===== src/rtl/pixel_pkg.sv =====
// Shared layout for the pixel write path and the read-side splitter.
// Build macro RGB24 selects 3-byte pixels in a 32-bit word; default is RGB565 in 16 bits.
package pixel_pkg;

    localparam int unsigned PIXEL_WIDTH  = 64;
    localparam int unsigned PIXEL_HEIGHT = 32;
    localparam int unsigned COL_W        = $clog2(PIXEL_WIDTH);
    localparam int unsigned ROW_W        = $clog2(PIXEL_HEIGHT);
    localparam int unsigned ADDR_W       = $clog2(PIXEL_WIDTH * PIXEL_HEIGHT);

`ifdef RGB24
    localparam int unsigned BYTES_PER_PIXEL       = 3;
    localparam int unsigned NUM_BITS_PER_SUBPANEL = 32;
`else
    localparam int unsigned BYTES_PER_PIXEL       = 2;
    localparam int unsigned NUM_BITS_PER_SUBPANEL = 16;
`endif

    // Byte lanes, MSB first: byte0 lands highest in the word.
    localparam int unsigned BYTE0_LSB = NUM_BITS_PER_SUBPANEL - 8;
    localparam int unsigned BYTE1_LSB = NUM_BITS_PER_SUBPANEL - 16;
`ifdef RGB24
    localparam int unsigned BYTE2_LSB = NUM_BITS_PER_SUBPANEL - 24;
`endif

    typedef logic [NUM_BITS_PER_SUBPANEL-1:0] pixel_t;
    typedef logic [8*BYTES_PER_PIXEL-1:0]     pix_bytes_t;

    typedef enum logic {StCollect, StPending} asm_state_e;

    // bytes holds the pixel in arrival order, byte0 in the top lane.
    function automatic pixel_t pack_pixel(input pix_bytes_t bytes);
        pixel_t word;
        word = '0;
        word[BYTE0_LSB +: 8] = bytes[8*BYTES_PER_PIXEL-1 -: 8];
        word[BYTE1_LSB +: 8] = bytes[8*BYTES_PER_PIXEL-9 -: 8];
`ifdef RGB24
        word[BYTE2_LSB +: 8] = bytes[7:0];
`endif
        return word;
    endfunction

endpackage


===== src/rtl/pixel_addr_counter.sv =====
// Raster {row, col} counter with column/row wrap and a last-pixel flag.
module pixel_addr_counter
    import pixel_pkg::*;
(
    input  logic              clk_i,
    input  logic              rst_ni,
    input  logic              clear_i,
    input  logic              advance_i,
    output logic [ADDR_W-1:0] addr_o,
    output logic              last_o
);

    logic [COL_W-1:0] col_q, col_d;
    logic [ROW_W-1:0] row_q, row_d;
    logic             col_last, row_last;

    assign col_last = (col_q == COL_W'(PIXEL_WIDTH - 1));
    assign row_last = (row_q == ROW_W'(PIXEL_HEIGHT - 1));

    always_comb begin
        col_d = col_q;
        row_d = row_q;
        if (clear_i) begin
            col_d = '0;
            row_d = '0;
        end else if (advance_i) begin
            if (col_last) begin
                col_d = '0;
                row_d = row_last ? '0 : row_q + 1'b1;
            end else begin
                col_d = col_q + 1'b1;
            end
        end
    end

    always_ff @(posedge clk_i) begin
        if (!rst_ni) begin
            col_q <= '0;
            row_q <= '0;
        end else begin
            col_q <= col_d;
            row_q <= row_d;
        end
    end

    assign addr_o = {row_q, col_q};
    assign last_o = col_last & row_last;

endmodule


===== src/rtl/pixel_assembler.sv =====
// Packs host bytes into pixel words and writes them to the framebuffer in raster order.
// PIXEL_ASSEMBLER_FRAMESTART_EN adds a frame_start input that realigns to pixel 0.
module pixel_assembler
    import pixel_pkg::*;
(
    input  logic              clk_root,
    input  logic              reset,
    input  logic [7:0]        rx_data,
    input  logic              rx_valid,
    output logic              rx_ready,
    output logic [ADDR_W-1:0] fb_addr,
    output pixel_t            fb_data,
    output logic              fb_we,
    input  logic              fb_busy,
    output logic              frame_done
`ifdef PIXEL_ASSEMBLER_FRAMESTART_EN
    ,
    input  logic              frame_start
`endif
);

    localparam int unsigned SHIFT_W = 8 * (BYTES_PER_PIXEL - 1);

    asm_state_e        state_q;
    logic [1:0]        byte_idx_q;
    logic [SHIFT_W-1:0] shift_q;
    logic [ADDR_W-1:0] fb_addr_q;
    pixel_t            fb_data_q;
    logic              fb_last_q;

    logic              start;
    logic              accept, retire, last_byte, issue;
    pix_bytes_t        cat;
    logic [ADDR_W-1:0] cnt_addr;
    logic              cnt_last;

`ifdef PIXEL_ASSEMBLER_FRAMESTART_EN
    assign start = frame_start;
`else
    assign start = 1'b0;
`endif

    assign fb_we     = (state_q == StPending);
    assign rx_ready  = !(fb_we && fb_busy);
    assign accept    = rx_valid && rx_ready;
    assign retire    = fb_we && !fb_busy;
    assign last_byte = (byte_idx_q == 2'(BYTES_PER_PIXEL - 1));
    // A byte arriving with frame_start is byte0 of a new pixel, so it never completes one.
    assign issue     = accept && last_byte && !start;
    assign cat       = {shift_q, rx_data};

    // The counter advances on issue: the pending write keeps its own registered address,
    // and any new write can only be issued once that one retires.
    pixel_addr_counter u_addr_counter (
        .clk_i     (clk_root),
        .rst_ni    (reset),
        .clear_i   (start),
        .advance_i (issue),
        .addr_o    (cnt_addr),
        .last_o    (cnt_last)
    );

    always_ff @(posedge clk_root) begin
        if (!reset) begin
            state_q    <= StCollect;
            byte_idx_q <= '0;
            shift_q    <= '0;
            fb_addr_q  <= '0;
            fb_data_q  <= '0;
            fb_last_q  <= 1'b0;
        end else begin
            if (start) begin
                byte_idx_q <= accept ? 2'd1 : 2'd0;
                shift_q    <= accept ? cat[SHIFT_W-1:0] : '0;
            end else if (accept) begin
                byte_idx_q <= last_byte ? 2'd0 : byte_idx_q + 2'd1;
                shift_q    <= cat[SHIFT_W-1:0];
            end

            unique case (state_q)
                StCollect: begin
                    if (issue) begin
                        fb_data_q <= pack_pixel(cat);
                        fb_addr_q <= cnt_addr;
                        fb_last_q <= cnt_last;
                        state_q   <= StPending;
                    end
                end
                StPending: begin
                    if (issue) begin
                        fb_data_q <= pack_pixel(cat);
                        fb_addr_q <= cnt_addr;
                        fb_last_q <= cnt_last;
                    end else if (retire) begin
                        state_q <= StCollect;
                    end
                end
                default: state_q <= StCollect;
            endcase
        end
    end

    assign fb_addr    = fb_addr_q;
    assign fb_data    = fb_data_q;
    assign frame_done = retire && fb_last_q;

endmodule

===== config.mk =====
export PLATFORM = sky130hd
export DESIGN_NAME = pixel_assembler
export DESIGN_NICKNAME = d
export VERILOG_FILES = /design/src/rtl/pixel_pkg.sv /design/src/rtl/pixel_addr_counter.sv /design/src/rtl/pixel_assembler.sv
export SDC_FILE = /design/constraint.sdc
export NUM_CORES = 1
export LEC_CHECK = 0
export ABC_AREA = 0
export CAP_MARGIN = 20
export CORE_ASPECT_RATIO = 1.25
export CORE_UTILIZATION = 55
export CTS_BUF_LIST = sky130_fd_sc_hd__clkbuf_2 sky130_fd_sc_hd__clkbuf_4 sky130_fd_sc_hd__clkbuf_8
export CTS_CLUSTER_SIZE = 10
export DETAILED_ROUTE_END_ITERATION = 10
export PLACE_DENSITY_LB_ADDON = 0.15
export RECOVER_POWER = 25
export SLEW_MARGIN = 20
export SYNTH_ARGS = -nofsm -noshare
export SYNTH_HDL_FRONTEND = slang
export SYNTH_SLANG_ARGS = --single-unit

===== constraint.sdc =====
create_clock -name clk_root -period 2.9 [get_ports clk_root]
set_input_delay 0.29 -clock clk_root [delete_from_list [all_inputs] [get_ports clk_root]]
set_output_delay 0.29 -clock clk_root [all_outputs]
set_load 0.05 [all_outputs]

* Yosys cells after proc, flatten, opt, wreduce, memory -nomap -nowiden
Cells that the tools add are included.
** Cells by class
- $add $sub $neg :: 3
- Multiply operators :: 0
- Div/mod/pow operators :: 0
- Magnitude comparators :: 0
- Equality and inequality tests :: 3
- Shift-type cells :: 0
- Mux-type cells :: 10
- Bitwise logic cells :: 2
- Reductions and logical operators :: 8
** Operators by type and width (count)
- $mux 16 :: 1
- $mux 11 :: 1
- $add 6x1->6 const B :: 1
- $eq 6x6->1 const B :: 1
- $mux 6 :: 1
- $add 5x1->5 const B :: 1
- $eq 5x5->1 const B :: 1
- $logic_and 1x1->1 :: 5
- $mux 5 :: 1
- $mux 1 :: 4
- $add 2x1->2 const B :: 1
- $eq 2x1->1 const B :: 1
- $logic_not 1->1 :: 2
- $mux 2 :: 1
- $pmux 1 s2 :: 1
- $reduce_and 2->1 :: 1
- $and 1x1->1 :: 1
- $not 1->1 :: 1
** Word-level totals
- Flip-flop bits (word level) :: 50
- Bits in latches :: 0
- Bits in writable memories :: 0
- Memory bits (read-only) :: 0
- Input port bits :: 12
- Output and inout port bits :: 30
- Logic and storage cells :: 34
- Memories :: 0

* Longest topological paths before layout
Gate-level depths: netlist of run 1.
- Depth after elaboration :: 6
- Depth in mapped cells :: 6
- Depth with buffers taken out :: 6

* Modules after synthesis
A second synthesis of run 1 with hierarchy kept.
** Second synthesis, totals
- Cells, all modules :: 233
- Area, all modules :: 2093.3 µm²
** By module, submodules not included
- pixel_assembler :: instances 1, cells each 171, area each 1545.2 µm², seq. area each 780.7 µm²
- pixel_addr_counter :: instances 1, cells each 62, area each 548.0 µm², seq. area each 220.2 µm²

* Least setup slack after synthesis of run 1
Ideal clock, no wire load.
- Path kind :: reg2reg
- From :: register state_q (netlist: fb_we)
- To :: register u_addr_counter.row_q[2]
- Library setup time :: 0.070 ns
- Arrival :: 1.997 ns
- Required time :: 2.830 ns
- Setup slack :: 0.833 ns
- Stages on the path, launching flop included :: 6
- Path buffers :: 1
- Clock period less this slack :: 2.067 ns
- Cells stage by stage :: dfxtp_1 a21bo_1 or4_1 buf_2 or4b_1 a21boi_1
** Between the ends
- Word-level cells in the longest chain between the ends :: 5
** RTL lines
- start: declaration :: RTL line pixel_assembler.sv:24 : asm_state_e state_q;
- start signal: assignment :: RTL line pixel_assembler.sv:65 : state_q <= StCollect;
- start signal: assignment :: RTL line pixel_assembler.sv:86 : state_q <= StPending;
- start signal: assignment :: RTL line pixel_assembler.sv:95 : state_q <= StCollect;
- $logic_and 1x1->1 :: RTL line pixel_assembler.sv:44 : assign rx_ready = !(fb_we && fb_busy);
- $logic_not 1->1 :: RTL line pixel_assembler.sv:44
- $logic_and 1x1->1 :: RTL line pixel_assembler.sv:45 : assign accept = rx_valid && rx_ready;
- $logic_and 1x1->1 :: RTL line pixel_assembler.sv:49 : assign issue = accept && last_byte && !start;
- $reduce_and 2->1 (no source line)
- end signal: assignment :: RTL line pixel_addr_counter.sv:42 : row_q <= row_d;
- end: declaration :: RTL line pixel_addr_counter.sv:14 : logic [ROW_W-1:0] row_q, row_d;
No other way between the ends.
A chain may end at the register's enable or synchronous reset.

* Worst setup path in the final report of run 1
- From :: register u_addr_counter.col_q[0]
- To :: register u_addr_counter.row_q[2]
** Between the ends
- Word-level cells in the longest chain between the ends :: 2
** RTL lines
- start: declaration :: RTL line pixel_addr_counter.sv:13 : logic [COL_W-1:0] col_q, col_d;
- start signal: assignment :: RTL line pixel_addr_counter.sv:41 : col_q <= col_d;
- $eq 6x6->1 :: RTL line pixel_addr_counter.sv:17 : assign col_last = (col_q == COL_W'(PIXEL_WIDTH - 1));
- $reduce_and 2->1 (no source line)
No other way between the ends.

==> impl_metrics.env, run 1 <==
export IMPL_die_h_um=69.7
export IMPL_avgSynthCellArea_um2=8.56
export IMPL_track_usage_pct=21.7
export IMPL_r2r_end="u_addr_counter.row_q[2]"
export IMPL_io_buffers=41
export IMPL_insertion_delay_ns=0.30
export IMPL_postCtsHoldBufs=0
export IMPL_startpoint="u_addr_counter.col_q[0]"
export IMPL_cp_cell_sequence="ha_1, nand2_1, or4_1, or4b_1, a21boi_1"
export IMPL_min_period_over_period_pct=74.7
export IMPL_maxSlewViolCount=51
export IMPL_htreeDepth=2
export IMPL_worst_slack_ns=0.734
export IMPL_ios=42
export IMPL_worst_setup_path_start_kind="register"
export IMPL_violations="capacitance limit, slew limit"
export IMPL_dpl_instance_area_um2=2470
export IMPL_postCtsSetupBuffers=0
export IMPL_hold_violations=0
export IMPL_p_leak_nw=0.901
export IMPL_clock_path_buffers=2
export IMPL_grt_max_degree=51
export IMPL_finalSetupTns_ns=0
export IMPL_ir_drop_mv=0.452
export IMPL_route_vias_total=1647
export IMPL_ant_nets=0
export IMPL_ys_seq_area_share_pct=49.6
export IMPL_diodes=0
export IMPL_drt_initial_drc_count=49
export IMPL_fp_dieW_um=56.2
export IMPL_die_area_um2=3920
export IMPL_setup_violations=0
export IMPL_gp_congestion=0.768
export IMPL_pre_cts_ws_ns=0.471
export IMPL_viasPerCell=5.21
export IMPL_synth_area_um2=2020
export IMPL_synth_distinct_cells=30
export IMPL_post_route_min_period_ns=2.17
export IMPL_cpPeakStageDelay_ns=0.65
export IMPL_max_slew_margin_pct=-7.55
export IMPL_synth_top_area_share_pct=49.6
export IMPL_cts_root_buf="clkbuf_8"
export IMPL_initial_core_util_pct=58.0
export IMPL_drc=0
export IMPL_r2r_cells=5
export IMPL_synth_warnings=0
export IMPL_busiest_layer="met2"
export IMPL_grt_pass1_vias=1518
export IMPL_synth_top_cell_by_area="dfxtp_1"
export IMPL_p_per_area_nw_per_um2=523
export IMPL_r2r_start="u_addr_counter.col_q[0]"
export IMPL_ctsResizeCount=0
export IMPL_whs_endpoint="fb_data[13]"
export IMPL_synth_nets=252
export IMPL_num_rows=24
export IMPL_cp_end_kind="register"
export IMPL_critical_path_required_ns=3.14
export IMPL_post_drt_wl_per_cell_um=12.2
export IMPL_clk_pin_slew_worst_paths_ns=0.09
export IMPL_drt_wl_total_um=3850
export IMPL_hpwl_um=2630
export IMPL_reg2reg_slack_ns=0.73
export IMPL_grt_overflow=0
export IMPL_cts_tree="yes"
export IMPL_syn_inst=236
export IMPL_met3_usage_pct=6.16
export IMPL_drv_cap=1
export IMPL_grt_util_met1_pct=24.5
export IMPL_cpMaxStageDelayCell="or4_1"
export IMPL_critical_path_max_fanout=10
export IMPL_tightest_slew_ns=1.61
export IMPL_cts_made_buffers=5
export IMPL_status="complete, but fails checks"
export IMPL_final_area_um2=2580
export IMPL_drt_pass1_iterations=4
export IMPL_antenna_found_initial=0
export IMPL_arrival_ns=2.40
export IMPL_min_from="fb_data[13]"
export IMPL_core_area_um2=3480
export IMPL_finish_net_count=292
export IMPL_fin_skew_ns=0.00610
export IMPL_drive_gt1_share_pct=5.05
export IMPL_ys_top_cells_by_area="dfxtp_1, a21boi_0, nand2_1"
export IMPL_gr_usage_met2_pct=36.2
export IMPL_whs_path_depth=2
export IMPL_cts_sinks=50
export IMPL_grt_pass1_wl_um=6530
export IMPL_critical_path_class="reg -> reg"
export IMPL_area_growth_pct=27.9
export IMPL_ys_seq_elements=50
export IMPL_rsz0062_at_grt="no"
export IMPL_fmax_mhz=462
export IMPL_hold_path_class="reg -> reg"
==> critical path, delay by kind of cell, from the launching register on <==
family | cells | cell delay [ns]
adders and majority gates | 1 | 0.21
AOI/OAI and AO/OA | 1 | 0.16
and+or+nand+nor | 3 | 1.34
DFF | 1 | 0.39
==> flip-flops by register name (all words and copies together), names as in the netlist <==
name                  flops
fb_we                     1
u_addr_counter.row_q      5
u_addr_counter.col_q      6
fb_data                  16
shift_q                   8
fb_last_q                 1
fb_addr                  11
byte_idx_q                2
==> stage by stage <==
step           power [W]  utilization [%]  hold slack, ns  std cells
2_1_floorplan   0.000824                -           0.429        236
3_3_place_gp    0.000878             71.0           0.442        308
3_5_place_dp    0.000880             71.0           0.450        308
4_1_cts          0.00136             74.2           0.464        316
5_1_grt          0.00140             74.1           0.483        316
6_report         0.00135             74.1           0.466        316
==> how the worst max path moves through the flow <==
stage                                    endpoint
final                     u_addr_counter.row_q[2]
after global routing                   fb_addr[6]
after CTS                 u_addr_counter.row_q[2]
after detailed placement  u_addr_counter.row_q[2]
after global placement    u_addr_counter.row_q[2]
after floorplan           u_addr_counter.row_q[2]
==> synth_stat cells (all sizes together) <==
cell and number:
buf 1, o21a 1, nor2b 2, or4b 1, a22oi 1, nor4 1
nand2 80, nand3 6, a21boi 44, o211ai 1, nand4 1, o2111ai 1
inv 1, dfxtp 50, or3 1, and2 5, o21ai 3, a21oi 1
a21bo 1, or4 2, a31oi 1, clkbuf 13, nand3b 1, xnor2 4
nand2b 3, and4b 1, ha 4, nor2 3, and3 2
==> cell usage in the layout (no fill, tap or decap), types with 2 or more instances in the layout <==
master and instances:
nand2_1 80, dfxtp_1 50, a21boi_0 41, clkdlybuf4s50_1 40, nand3_1 6, clkbuf_8 5
buf_4 5, xnor2_1 4, and2_1 4, ha_1 4, a21boi_1 3, nand2b_1 3
o21ai_0 3, and3_1 2, nor2_1 2, nor2b_1 2, or4_1 2
==> logic make-up (layout without fill, tap and decap cells) <==
group / count (synthesis) / in the layout / synth area share [%]
XOR/XNOR: 4 / 4 / 1.73
flip-flops: 50 / 50 / 49.6
adder cells (fa/ha/maj): 4 / 4 / 2.48
buffers and inverters: 15 / 56 / 2.85
AO/OA/AOI/OAI: 54 / 54 / 19.7
AND/OR/NAND/NOR: 109 / 109 / 23.7
==> final cells by class <==
| class | instances | area [um2] |
|---|---|---|
| multi-input cells | 171 | 963 |
| well taps | 39 | 48.8 |
| clock inverters | 2 | 37.5 |
| repair buffers | 47 | 452 |
| clock buffers | 6 | 76.3 |
| flip-flops and latches | 50 | 1000 |
| inverters | 1 | 3.75 |
| fillers | 274 | 901 |
==> power breakdown <==
group / internal, W / leakage [nW] / switching [W]
registers: 0.000705 / 0.405 / 0.0000123
clock network: 0.000267 / 0.0548 / 0.000220
logic: 0.0000590 / 0.440 / 0.0000866
==> metal layers <==
| layer | up-vias | share of wire [%] |
|---|---|---|
| met4 | 0 | 2.2 |
| met1 | 746 | 45 |
| met5 | - | 0 |
| met2 | 34 | 48 |
| met3 | 6 | 3.9 |
| li1 | 861 | - |
Note: power is estimated with default switching activity, not from simulation.
==> run 2, diff against run 1 <==
--- a/config.mk
+++ b/config.mk
@@ -8,7 +8,7 @@
 export ABC_AREA = 0
 export CAP_MARGIN = 20
 export CORE_ASPECT_RATIO = 1.25
-export CORE_UTILIZATION = 55
+export CORE_UTILIZATION = 47
 export CTS_BUF_LIST = sky130_fd_sc_hd__clkbuf_2 sky130_fd_sc_hd__clkbuf_4 sky130_fd_sc_hd__clkbuf_8
 export CTS_CLUSTER_SIZE = 10
 export DETAILED_ROUTE_END_ITERATION = 10
==> constraint.sdc (replaced) <==
create_clock -name clk_root -period 1.8 [get_ports clk_root]
set_input_delay 0.18 -clock clk_root [delete_from_list [all_inputs] [get_ports clk_root]]
set_output_delay 0.18 -clock clk_root [all_outputs]
set_load 0.05 [all_outputs]
==> impl_metrics.env, run 2 (synthesis results as in run 1) <==
export IMPL_status="finished clean"
export IMPL_postCtsSetupBuffers=0
export IMPL_placed_cells=345
export IMPL_cts_made_buffers=5
export IMPL_diodes=0
export IMPL_critical_path_class="reg -> reg"
export IMPL_startpoint="fb_we"
export IMPL_finish_net_count=312
export IMPL_post_route_min_period_ns=1.77
export IMPL_busiest_layer="met2"
export IMPL_drt_pass1_iterations=4
export IMPL_largest_register_ffs=16
export IMPL_netSwitchingFraction_pct=24.2
export IMPL_layout_common_cells="nand2_1, dfxtp_1, a21boi_0"
export IMPL_insertion_delay_ns=0.30
export IMPL_maxSlewViolCount=0
export IMPL_grt_pass1_wl_um=6860
export IMPL_post_drt_wl_per_cell_um=11.5
export IMPL_p_leak_nw=1.03
export IMPL_hpwl_um=2840
export IMPL_drt_initial_drc_count=50
export IMPL_die_area_um2=4560
export IMPL_grt_pass1_vias=1595
export IMPL_ios=42
export IMPL_drv_cap=0
export IMPL_fp_dieW_um=60.6
export IMPL_cpPeakStageDelay_ns=0.57
export IMPL_min_from="fb_busy"
export IMPL_p_per_area_nw_per_um2=742
export IMPL_drt_wl_total_um=4050
export IMPL_layout_cells_non_filler=353
export IMPL_ant_nets=0
export IMPL_p_total_w=0.00208
export IMPL_cpMaxStageDelayCell="or4_4"
export IMPL_io_buffers=41
export IMPL_area_growth_pct=38.6
export IMPL_route_vias_total=1712
export IMPL_postCtsHoldBufs=0
export IMPL_setup_violations=0
export IMPL_cp_cell_sequence="a21bo_1, or4_4, or4b_1, a21boi_1"
export IMPL_num_rows=26
export IMPL_drc=0
export IMPL_grt_util_met1_pct=24.3
export IMPL_grt_max_degree=51
export IMPL_initial_core_util_pct=49.3
export IMPL_cts_root_buf="clkbuf_8"
export IMPL_met3_usage_pct=5.33
export IMPL_clock_path_buffers=2
export IMPL_htreeDepth=2
export IMPL_cts_tree="yes"
export IMPL_clk_pin_slew_worst_paths_ns=0.08
export IMPL_grt_overflow=0
export IMPL_fin_skew_ns=0.00291
export IMPL_min_period_over_period_pct=98.3
export IMPL_hold_slack_ns=0.301
export IMPL_critical_path_max_fanout=5
export IMPL_cp_end_kind="register"
export IMPL_hold_path_class="in -> reg"
export IMPL_track_usage_pct=20.1
export IMPL_fmax_mhz=565
export IMPL_ir_drop_mv=0.494
export IMPL_viasPerCell=4.85
export IMPL_rsz0062_at_grt="yes"
export IMPL_antenna_found_initial=0
export IMPL_critical_path_required_ns=2.03
export IMPL_die_h_um=75.3
export IMPL_fin_util_pct=68.3
export IMPL_comb_power_share_pct=12.8
export IMPL_max_slew_margin_pct=65.5
export IMPL_core_area_um2=4100
export IMPL_drive_gt1_share_pct=14.5
export IMPL_gp_congestion=0.810
export IMPL_tightest_slew_ns=0.516
export IMPL_layout_commonest_cell="nand2_1"
export IMPL_p_int_w=0.00157
export IMPL_hold_violations=0
export IMPL_gr_usage_met2_pct=33.7
export IMPL_cts_sinks=50
export IMPL_pwr_share_clk_pct=31.7
export IMPL_r2r_start="fb_we"
export IMPL_worst_setup_path_start_kind="register"
export IMPL_switchingPower_w=0.000503
export IMPL_p_seq_share_pct=55.5
export IMPL_arrival_ns=2.00
## run 2: metrics by stage
stage                     area (um2)  setup WS [ns]  setup TNS [ns]
after floorplan                 2030         -0.111          -0.173
after global placement          2680         -0.312           -1.02
after detailed placement        2680         -0.362           -1.39
after CTS                       2780        0.00278               0
after global routing            2800        -0.0295         -0.0414
final                           2800         0.0311               0
## run 2: cell type report
type,count,area (um2)
clock buffers,8,91.3
inverters,1,3.75
flip-flops and latches,50,1010
repair buffers,67,639
fillers,372,1300
multi-input cells,171,987
well taps,56,70.1
## run 2: layer usage
layer  vias up  share of wire [%]
met5         -                  0
met2        25                 47
met4         0                1.4
li1        903                  -
met3         7                3.2
met1       777                 48
## run 2: final timing paths
path	end	slack, ns	cells after the start
min reg2reg	fb_addr[1]	0.46	2
max reg2reg	u_addr_counter.row_q[2]	0.03	4
max	u_addr_counter.row_q[2]	0.03	4
min	fb_we	0.30	3
## run 2: repair_timing
item | CTS | global route
gates resized for setup | 1 | 8
setup endpoints to repair | 2 | 2
pin swaps | 0 | 1
## run 2: power by group through the flow
stage	sequential, W	clock, W	combinational (W)
floorplan	0.00123	0	0.0000996
global placement	0.00118	0	0.000265
detailed placement	0.00118	0	0.000267
CTS	0.00115	0.000689	0.000269
global route	0.00116	0.000735	0.000288
finish	0.00115	0.000658	0.000265
## run 2: critical path, delay by kind of cell, from the launching register on
kind	cells	cell delay, ns
DFF	1	0.35
and+or+nand+nor	2	1.05
AOI/OAI and AO/OA	2	0.31
==> run 3, diff against run 2 <==
--- a/config.mk
+++ b/config.mk
@@ -13,7 +13,7 @@
 export CTS_CLUSTER_SIZE = 10
 export DETAILED_ROUTE_END_ITERATION = 10
 export PLACE_DENSITY_LB_ADDON = 0.15
-export RECOVER_POWER = 25
+export RECOVER_POWER = 100
 export SLEW_MARGIN = 20
 export SYNTH_ARGS = -nofsm -noshare
 export SYNTH_HDL_FRONTEND = slang
==> results of run 3 <==
Same layout as run 2: the final DEF is identical, and so are final timing and power.
